`src/rtl/alu_operand_stage.sv`:
```
// rtl/alu_operand_stage.sv - issue/writeback stage around the combinational ALU with 8-entry regfile
module alu_operand_stage #(
    parameter int WORD_SIZE = 18,
    parameter int REG_COUNT = 8,
    localparam int IDX_W = (REG_COUNT > 1) ? $clog2(REG_COUNT) : 1
) (
    input  logic                 clock,
    input  logic                 reset,
    input  logic                 in_valid,
    output logic                 in_ready,
    input  logic [3:0]           in_op,
    input  logic [IDX_W-1:0]     in_dst,
    input  logic [IDX_W-1:0]     in_src0,
    input  logic [IDX_W-1:0]     in_src1,
    input  logic                 in_imm_en,
    input  logic [WORD_SIZE-1:0] in_imm,
    output logic [WORD_SIZE-1:0] alu_r0,
    output logic [WORD_SIZE-1:0] alu_r1,
    output logic [3:0]           alu_op,
    input  logic [WORD_SIZE-1:0] alu_res,
    output logic                 wb_valid,
    input  logic                 wb_ready,
    output logic [IDX_W-1:0]     wb_dst,
    output logic [WORD_SIZE-1:0] wb_data,
    output logic                 flag_z
);

    logic [WORD_SIZE-1:0] regs [REG_COUNT];
    logic                 ex_valid;
    logic                 retire;
    logic                 accept;
    logic [WORD_SIZE-1:0] fwd0;
    logic [WORD_SIZE-1:0] fwd1;

    assign retire   = ex_valid & wb_ready;
    assign in_ready = !ex_valid | wb_ready;
    assign accept   = in_valid & in_ready;
    assign wb_valid = ex_valid;
    assign wb_data  = alu_res;

    // Operand read with same-cycle bypass of the result retiring on this edge
    always_comb begin
        fwd0 = regs[in_src0];
        fwd1 = regs[in_src1];
        if (retire && (wb_dst == in_src0)) begin
            fwd0 = alu_res;
        end
        if (retire && (wb_dst == in_src1)) begin
            fwd1 = alu_res;
        end
    end

    // EX pipeline register: loads on accept, empties on retire, holds under backpressure
    always_ff @(posedge clock) begin
        if (reset) begin
            ex_valid <= 1'b0;
            alu_r0   <= '0;
            alu_r1   <= '0;
            alu_op   <= '0;
            wb_dst   <= '0;
        end else if (accept) begin
            ex_valid <= 1'b1;
            alu_op   <= in_op;
            wb_dst   <= in_dst;
            alu_r0   <= fwd0;
            alu_r1   <= in_imm_en ? in_imm : fwd1;
        end else if (retire) begin
            ex_valid <= 1'b0;
        end
    end

    // Register file writeback and zero flag; a reset drops any held result unwritten
    always_ff @(posedge clock) begin
        if (reset) begin
            for (int i = 0; i < REG_COUNT; i++) begin
                regs[i] <= '0;
            end
            flag_z <= 1'b0;
        end else if (retire) begin
            regs[wb_dst] <= alu_res;
            flag_z       <= (alu_res == '0);
        end
    end

endmodule

```
`config.mk`:
```
export PLATFORM = sky130hd
export DESIGN_NAME = alu_operand_stage
export DESIGN_NICKNAME = d
export VERILOG_FILES = /design/src/rtl/alu_operand_stage.sv
export SDC_FILE = /design/constraint.sdc
export NUM_CORES = 1
export LEC_CHECK = 0
export CELL_PAD_IN_SITES_DETAIL_PLACEMENT = 1
export CELL_PAD_IN_SITES_GLOBAL_PLACEMENT = 2
export CORE_MARGIN = 2
export CORE_UTILIZATION = 37
export CTS_BUF_LIST = sky130_fd_sc_hd__clkbuf_8
export CTS_CLUSTER_DIAMETER = 120
export DETAILED_ROUTE_END_ITERATION = 6
export PLACE_DENSITY_LB_ADDON = 0.1
export SLEW_MARGIN = 20
export SYNTH_ARGS = -nofsm -noshare
export SYNTH_HDL_FRONTEND = slang
export SYNTH_SLANG_ARGS = --single-unit
export TNS_END_PERCENT = 50
```
`constraint.sdc`:
```
create_clock -name clock -period 1.95 [get_ports clock]
set_input_delay 0.195 -clock clock [delete_from_list [all_inputs] [get_ports clock]]
set_output_delay 0.195 -clock clock [all_outputs]
set_load 0.03 [all_outputs]
```
==> impl_metrics.json, run 1 <==
{
  "status": "finished clean",
  "worst_pin_slew_ns": 0.619,
  "cpMaxStageDelayCell": "or4_4",
  "antenna_found_initial": 1,
  "min_to": "alu_op[1]$_SDFFE_PP0P_",
  "cts.path.max_buffers": 2,
  "tns_ns": 0,
  "r2r_end": "alu_r1[12]$_SDFFE_PP0P_",
  "wl_met3_um": 1830,
  "cp-start-kind": "register",
  "drtIter0Drc": 530,
  "multiInputGateArea_sq_um": 4350,
  "synth_edf_count": 144,
  "placed_cell_area_sq_um": 12100,
  "synth-xor-area-share_pct": 0.521,
  "post_cts_buffers": 0,
  "synth-simple-area-share_pct": 13.8,
  "crit_required_ns": 2.30,
  "hold_start": "in_op[1]",
  "p_leak_nw": 4.56,
  "clk_pin_slew_ns": 0.12,
  "pre_cts_slack_ns": -0.292,
  "synth_ff_type": "edfxtp_1",
  "ys_warn_count": 0,
  "hp-class": "in2reg",
  "design_area_sq_um": 12500,
  "rsz0062_at_grt": "false",
  "setup_ws_ns": 0.0400,
  "numCtsBuffers": 17,
  "coreArea_sq_um": 26900,
  "routed_wl_um": 32800,
  "synthCells": 749,
  "gp_congestion": 0.758,
  "drc": 0,
  "synth_fa_ha_area_share_pct": 0,
  "ff2ff_path_depth": 4,
  "wl_met2_um": 15900,
  "synth_top_family_by_area": "multiplexers",
  "cp_max_fo": 18,
  "die_w_um": 169,
  "finalNetCount": 924,
  "diodes": 0,
  "dieArea_sq_um": 28600,
  "wire_per_inst_um": 26.8,
  "netlist_area_sq_um": 10100,
  "critPathMaxStageDelay_ns": 0.68,
  "p_per_area_nw_per_um2": 696,
  "die_y_um": 169,
  "drt_first_pass_iters": 5,
  "ios": 118,
  "peakVddDrop_mv": 0.398,
  "layout_commonest_cell": "and2_1",
  "clock_skew_ns": 0.0208,
  "grt_pass1_vias": 7521,
  "crit_arrival_ns": 2.26,
  "ys_seq_elements": 189,
  "cts_num_sinks": 189,
  "fill_cells": 2745,
  "via_count": 7126,
  "htreeDepth": 4,
  "grt_pass1_wl_um": 48900,
  "area_growth_pct": 24.2,
  "synth.area.mux_share_pct": 19.9,
  "hold_viol": 0,
  "mostFrequentLayoutCells": "145 x and2_1, 144 x edfxtp_1, 107 x clkdlybuf4s50_1",
  "top_layer_used": "met4",
  "crit_type": "reg2reg",
  "clockRootBuffer": "clkbuf_8",
  "seqCellArea_sq_um": 5230,
  "postLayoutCoreUtil_pct": 46.6,
  "timing.final.crit_share_pct": 97.9,
  "slew_viol_final": 0,
  "hpwl_um": 22900,
  "async_reset_ff_share_pct": 0,
  "clk_latency_ns": 0.47,
  "grt.overflow.total": 0,
  "initial_utilization_pct": 37.5,
  "cap_violations": 0,
  "synth_nets": 803,
  "yosys.cell_types.count": 34,
  "ff2ff_setup_slack_ns": 0.04,
  "holdPathStages": 3,
  "crit_chain": "xor2_1 > or4_4 > a2111oi_1 > nor3_1",
  "grt_max_degree": 33,
  "wl_met1_um": 14700,
  "vias_per_cell": 5.82,
  "fin_crit_ns": 1.91,
  "drive_gt1_share_pct": 27.0,
  "rows": 60,
  "ant_nets": 0,
  "synth_compound_area_share_pct": 8.25,
  "track_usage_pct": 23.4,
  "critPathBufInv": 0,
  "cts_tree": "built",
  "yosysSeqAreaShare_pct": 51.8,
  "setup_viol": 0,
  "cpLargestDelayFamily": "simple AND/OR/NAND/NOR gates",
  "fmax_ghz": 0.524,
  "syn-mean-instance-area_sq_um": 13.5,
  "io_buffers": 117,
  "worst_setup_path_end_kind": "register",
  "power_mw": 8.71,
  "slew_headroom_pct": 58.7,
  "regToRegStartpoint": "wb_dst[2]$_SDFFE_PP0P_"
}
sequential cells by signal, summed over array words and instances (netlist names):
register and count:
wb_valid 1, regs 144, alu_op 4, wb_dst 3, alu_r1 18, alu_r0 18, flag_z 1
per-stage QoR:
stage,hold slack (ns),instances
detailed placement,0.459,1192
global placement,0.444,1192
CTS,0.229,1224
finish,0.262,1224
global route,0.245,1224
floorplan,0.321,749
Yosys cell counts (all sizes together) (6+ instances only):
master   number  area (sq um)
buf          38           285
and2        145           907
a221o        18           180
a2111oi      36           333
nor3         40           200
mux2i        18           180
edfxtp      144          4320
clkbuf       58           218
or2           8          50.1
a311o        18           180
mux2         18           203
mux4         72          1620
nand2        18          67.6
nor4          6          58.8
dfxtp        45           901
inv          19          71.3
xor2          6          52.6
a21oi        26           130
layout make-up:
| cell class | instances | area share [%] |
|---|---|---|
| Sequential cell | 189 | 41.8 |
| Multi-Input combinational cell | 445 | 34.7 |
| Timing Repair Buffer | 198 | 16.6 |
| Tap cell | 341 | 3.41 |
| Clock buffer | 17 | 1.87 |
| Clock inverter | 15 | 1.08 |
| Inverter | 19 | 0.570 |
worst register-to-register path, stage by stage, from the launching register on:
cell       delay [ns]
dfxtp_4          0.36
xor2_1           0.19
or4_4            0.68
a2111oi_1        0.48
nor3_1           0.08
how the worst max path moves through the flow:
stage	from	endpoint	depth (start not counted)
6_report	wb_dst[2]$_SDFFE_PP0P_	alu_r1[12]$_SDFFE_PP0P_	4
3_5_place_dp	in_src1[1]	alu_r1[6]$_SDFFE_PP0P_	5
4_1_cts	wb_dst[0]$_SDFFE_PP0P_	wb_dst[0]	2
2_1_floorplan	wb_dst[0]$_SDFFE_PP0P_	alu_r1[10]$_SDFFE_PP0P_	7
3_3_place_gp	in_src1[1]	alu_r1[5]$_SDFFE_PP0P_	5
5_1_grt	wb_dst[2]$_SDFFE_PP0P_	alu_r1[6]$_SDFFE_PP0P_	4
timing repair:
| item | CTS | global route |
|---|---|---|
| endpoints found under the hold margin | 0 | 0 |
| endpoints found under the setup margin | 0 | 11 |
| gates resized for setup | 0 | 16 |
| hold buffers | 0 | 0 |
routing by layer:
| metal | vias up | global-route usage, % |
|---|---|---|
| met5 | - | 0 |
| met4 | 0 | 4.35 |
| met3 | 23 | 4.51 |
| met2 | 218 | 39.3 |
| met1 | 3761 | 32.1 |
| li1 | 3124 | - |
power breakdown:
group | switching (mW) | total [mW] | internal, mW
Combinational | 0.853 | 1.61 | 0.753
Clock | 1.57 | 2.50 | 0.929
Sequential | 0.117 | 4.61 | 4.49
cell families (layout without fill, tap and decap cells):
kind of cell,Yosys count,after routing
buf+inv,115,249
compound gates,99,99
xor+xnor,6,6
simple gates,232,232
mux,108,108
flops,189,189
Power figures use the tool's default switching activity.
==> run 2: changes to the inputs <==
==> constraint.sdc (replaced) <==
create_clock -name clock -period 1.95 [get_ports clock]
set_input_delay 0.195 -clock clock [delete_from_list [all_inputs] [get_ports clock]]
set_output_delay 0.195 -clock clock [all_outputs]
set_load 0.05 [all_outputs]
==> run 2 against run 1 <==
  * Clock skew shrank 0.0016 ns
  * Non-clock buffer count grew 5
  * Highest routed layer unchanged
  * Global-route usage grew 0.84 points
  * Die area is the same
  * Cell count grew 0.49%
  * Sequential power is essentially flat
==> impl_metrics.json, run 2 (same netlist as run 1, synthesis figures left out) <==
{
  "status": "finished clean",
  "cp-endpoint": "alu_r1[6]",
  "grt_max_degree": 55,
  "cts_num_sinks": 189,
  "layout_commonest_cell": "and2_1",
  "regMostFlops": "regs",
  "rsz0062_at_grt": "true",
  "die_w_um": 169,
  "cap_violations": 0,
  "gp_congestion": 0.824,
  "p_leak_nw": 4.85,
  "coreArea_sq_um": 26900,
  "vias_per_cell": 5.81,
  "cpMaxStageDelayCell": "clkdlybuf4s50_1",
  "placed_cells": 1197,
  "hold_viol": 0,
  "initial_utilization_pct": 37.5,
  "dieArea_sq_um": 28600,
  "critPathBufInv": 1,
  "htreeDepth": 4,
  "wire_per_inst_um": 27.5,
  "peakVddDrop_mv": 0.308,
  "grt.overflow.total": 0,
  "fill_cells": 2664,
  "clk_pin_slew_ns": 0.11,
  "drt_first_pass_iters": 5,
  "cts_hold_buffers": 0,
  "via_count": 7149,
  "area_growth_pct": 29.1,
  "ff2ff_path_depth": 5,
  "design_area_sq_um": 13000,
  "drtIter0Drc": 626,
  "ff2ff_setup_slack_ns": 0.04,
  "slew_headroom_pct": 43.8,
  "drive_gt1_share_pct": 29.8,
  "die_y_um": 169,
  "drc": 0,
  "instances_no_fill": 1230,
  "worst_pin_slew_ns": 0.840,
  "post_cts_buffers": 0,
  "cpLargestDelayFamily": "buffers and inverters",
  "cts_tree": "built",
  "reg.largest.list": "regs (144), alu_r0 (18), alu_r1 (18)",
  "hp-class": "in2reg",
  "setup_ws_ns": 0.0233,
  "grt_pass1_wl_um": 50300,
  "numCtsBuffers": 17,
  "ios": 118,
  "cp-start-kind": "register",
  "grt_pass1_vias": 7722,
  "clock_skew_ns": 0.0192,
  "timing.final.crit_share_pct": 98.8,
  "cts.path.max_buffers": 2,
  "tns_ns": 0,
  "slew_viol_final": 0,
  "io_buffers": 117,
  "track_usage_pct": 24.3,
  "setup_viol": 0,
  "rows": 60,
  "regToRegStartpoint": "wb_dst[2]$_SDFFE_PP0P_",
  "antenna_found_initial": 1,
  "worst_setup_path_end_kind": "output pin",
  "crit_arrival_ns": 1.73,
  "fin_crit_ns": 1.93,
  "holdPathStages": 3,
  "crit_type": "reg2out",
  "routed_wl_um": 33800,
  "ant_nets": 0,
  "setup.worst_path.start": "alu_r1[6]$_SDFFE_PP0P_",
  "critPathMaxStageDelay_ns": 0.83,
  "clk_latency_ns": 0.48,
  "mostFrequentLayoutCells": "145 x and2_1, 144 x edfxtp_1, 73 x clkdlybuf4s50_1",
  "clockRootBuffer": "clkbuf_8",
  "fmax_ghz": 0.519,
  "largest_register_ffs": 144,
  "placed_cell_area_sq_um": 12500,
  "crit_required_ns": 1.75,
  "pre_cts_slack_ns": -0.297,
  "cp_max_fo": 4,
  "crit_chain": "clkdlybuf4s50_1",
  "r2r_end": "alu_r1[13]$_SDFFE_PP0P_",
  "hpwl_um": 23700,
  "timing.hold.ws_ns": 0.250,
  "p_per_area_nw_per_um2": 723,
  "critical_path_depth": 1,
  "finalNetCount": 929
}
run 2: cell types whose count changed in the layout (fill, tap and decap cells not counted), moves of 3 or more:
cell,before,now
dlymetal6s2s_1,2,5
nor3_1,36,39
a2111oi_1,14,8
buf_12,26,46
a2111oi_0,16,13
nor3_2,4,1
bufinv_16,0,4
a2111oi_4,0,10
dlygate4sd2_1,0,15
clkdlybuf4s50_1,107,73
run 2: worst min-delay path by stage:
stage,from,slack (ns),endpoint
2_1_floorplan,in_dst[0],0.32,wb_dst[0]$_SDFFE_PP0P_
3_3_place_gp,alu_op[0]$_SDFFE_PP0P_,0.44,alu_op[0]$_SDFFE_PP0P_
3_5_place_dp,alu_op[2]$_SDFFE_PP0P_,0.46,alu_op[2]$_SDFFE_PP0P_
4_1_cts,in_op[0],0.23,alu_op[0]$_SDFFE_PP0P_
5_1_grt,in_op[2],0.26,alu_op[2]$_SDFFE_PP0P_
6_report,in_op[0],0.25,alu_op[0]$_SDFFE_PP0P_
run 2: tightest hold or removal path, cell delays in order:
cell and delay, ns:
clkdlybuf4s50_1 0.40, nand2_1 0.06, a21oi_1 0.05
run 2: layout make-up:
| type | count | area [sq um] | area share, % |
|---|---|---|---|
| clock buffer | 17 | 234 | 1.80 |
| timing repair buffer | 203 | 2310 | 17.8 |
| multi-input combinational | 445 | 4510 | 34.7 |
| antenna | 1 | 2.50 | 0.0192 |
| inverter | 19 | 71.3 | 0.548 |
| sequential | 189 | 5240 | 40.2 |
| clock inverter | 15 | 213 | 1.63 |
| tap | 341 | 427 | 3.28 |
run 2: timing repair:
| action | CTS | global route |
|---|---|---|
| resized for setup | 17 | 21 |
| pin swaps | 0 | 1 |
| setup endpoints to repair | 15 | 16 |
run 2: layer usage:
layer / part of all wire [%] / GRT usage [%]
met1: 43 / 31.9
met2: 50 / 41.7
met3: 5.4 / 4.19
met4: 1.9 / 6.43
met5: 0 / 0
run 2: metrics by stage:
step	power, mW	util [%]
floorplan	5.71	-
global placement	6.48	46.6
detailed placement	6.52	46.6
CTS	9.47	48.2
global route	9.74	48.4
finish	9.41	48.4
run 2: power by group:
| group | switching [mW] | total (mW) | internal (mW) |
|---|---|---|---|
| Sequential | 0.141 | 4.63 | 4.49 |
| Clock | 1.56 | 3.00 | 1.43 |
| Combinational | 1.00 | 1.78 | 0.782 |
==> run 3: changes to the inputs <==
Settings changed: PLACE_DENSITY_LB_ADDON 0.1 to 0.12, SETUP_SLACK_MARGIN from default to 0.2.
==> run 3 against run 2 <==
  * Worst setup slack better by 0.043 ns
  * Sequential share of layout area is 1.2 points lower
  * Highest routed layer unchanged
  * Combinational power is 6% higher
  * Hold slack better by 0.012 ns
  * Critical path depth is 5 higher
  * Via count is 0.81% higher
  * Core utilization is 1.5 points higher
==> impl_metrics.json, run 3 (same netlist as run 1, synthesis figures left out) <==
{
  "crit_chain": "buf_8 > xor2_2 > or4_4 > buf_16 > a2111oi_4 > nor3_2",
  "via_count": 7207,
  "die_y_um": 169,
  "ios": 118,
  "largest_register_ffs": 144,
  "p_leak_nw": 5.11,
  "crit_arrival_ns": 2.24,
  "cts.path.max_buffers": 2,
  "timing.final.crit_share_pct": 96.6,
  "hold_viol": 0,
  "io_buffers": 117,
  "worst_pin_slew_ns": 0.618,
  "antenna_found_initial": 2,
  "crit_required_ns": 2.30,
  "cts_tree": "built",
  "setup_viol": 0,
  "die_w_um": 169,
  "finalNetCount": 940,
  "wire_per_inst_um": 26.9,
  "clock_skew_ns": 0.0241,
  "power_mw": 9.14,
  "clk_pin_slew_ns": 0.12,
  "numCtsBuffers": 17,
  "setup_ws_ns": 0.0663,
  "drt_first_pass_iters": 5,
  "rows": 60,
  "grt_pass1_wl_um": 49300,
  "slew_viol_final": 0,
  "initial_utilization_pct": 37.5,
  "ant_nets": 0,
  "drive_gt1_share_pct": 34.1,
  "p_per_area_nw_per_um2": 682,
  "regMostFlops": "regs",
  "coreArea_sq_um": 26900,
  "cp_max_fo": 5,
  "status": "finished clean",
  "design_area_sq_um": 13400,
  "htreeDepth": 4,
  "grt_pass1_vias": 7693,
  "clk_latency_ns": 0.47,
  "rsz0062_at_grt": "true",
  "postLayoutCoreUtil_pct": 49.9,
  "clockRootBuffer": "clkbuf_8",
  "hpwl_um": 22700,
  "vias_per_cell": 5.81,
  "slew_headroom_pct": 58.8,
  "grt.overflow.total": 0,
  "drtIter0Drc": 579,
  "crit_type": "reg2reg",
  "reg.largest.list": "regs (144), alu_r0 (18), alu_r1 (18)",
  "area_growth_pct": 33.1,
  "peakVddDrop_mv": 0.353,
  "routed_wl_um": 33400,
  "critPathMaxStageDelay_ns": 0.59,
  "cap_violations": 0,
  "cpMaxStageDelayCell": "or4_4",
  "pre_cts_slack_ns": -0.524,
  "worst_setup_path_end_kind": "register",
  "cp-start-kind": "register",
  "gp_congestion": 0.785,
  "fmax_ghz": 0.531,
  "track_usage_pct": 23.6,
  "grt_max_degree": 40,
  "drc": 0,
  "placed_cell_area_sq_um": 12700,
  "hp-class": "in2reg",
  "fin_crit_ns": 1.88,
  "cts_num_sinks": 189,
  "dieArea_sq_um": 28600,
  "mostFrequentLayoutCells": "144 x and2_1, 144 x edfxtp_1, 72 x mux4_2"
}
==> run 3: changes by cell type in the layout (fill, tap and decap cells not counted), moves of 4 or more <==
cell	previous run	this run
dlymetal6s2s_1	5	9
clkdlybuf4s15_1	0	4
nor3_1	39	31
a2111oi_2	5	9
a2111oi_0	13	3
or2_4	0	5
or2_2	8	3
clkdlybuf4s50_1	73	47
nor3_2	1	9
a2111oi_4	10	18
dlygate4sd2_1	15	28
==> run 3: layer usage <==
metal	vias to the layer above	track usage, %	routed length, um
met5	-	0	0
met4	0	5.76	482
met3	29	3.20	1830
met2	259	40.9	17000
met1	3776	31.4	14200
li1	3143	-	-
==> run 3: path summary, 6_finish.rpt <==
path	start	endpoint	slack, ns	cells after the start
setup / recovery	wb_dst[0]$_SDFFE_PP0P_	alu_r1[11]$_SDFFE_PP0P_	0.07	6
hold reg to reg	alu_op[1]$_SDFFE_PP0P_	alu_op[1]$_SDFFE_PP0P_	0.46	2
hold / removal	in_op[1]	alu_op[1]$_SDFFE_PP0P_	0.26	3
setup reg to reg	wb_dst[0]$_SDFFE_PP0P_	alu_r1[11]$_SDFFE_PP0P_	0.07	6
==> run 3: area by class of cell <==
class	count	area, sq um
Clock inverter	15	159
Timing Repair Buffer	214	2520
Multi-Input combinational cell	445	4760
Tap cell	341	427
Inverter	19	71.3
Clock buffer	17	234
Sequential cell	189	5240
Antenna cell	1	2.50
Fill cell	2635	13500
==> run 3: power by group <==
group	leakage (nW)	total, mW	internal [mW]	switching (mW)
registers	1.87	4.62	4.49	0.134
logic	3.04	1.88	0.824	1.05
clock network	0.198	2.64	1.06	1.58
==> run 3: per-stage QoR <==
step | hold WS [ns] | TNS (ns) | instances
3_5_place_dp | 0.451 | -66.01 | 1194
5_1_grt | 0.244 | -0.0191 | 1241
4_1_cts | 0.231 | 0 | 1229
3_3_place_gp | 0.440 | -60.17 | 1194
2_1_floorplan | 0.321 | 0 | 749
6_report | 0.262 | 0 | 1241
==> run 3: critical path, delay by kind of cell (launching register included) <==
family	cells	cell delay [ns]
XOR/XNOR	1	0.17
AND/OR/NAND/NOR	2	0.67
buffers and inverters	2	0.32
AO/OA/AOI/OAI	1	0.21
flip-flops	1	0.38
==> run 3: what timing repair did <==
item / in CTS / in global routing
cloned: 1 / 4
endpoints found under the setup margin: 214 / 108
buffers inserted: 2 / 7
pin swaps: 0 / 14
gates resized for setup: 49 / 55
hold buffers: 0 / 0
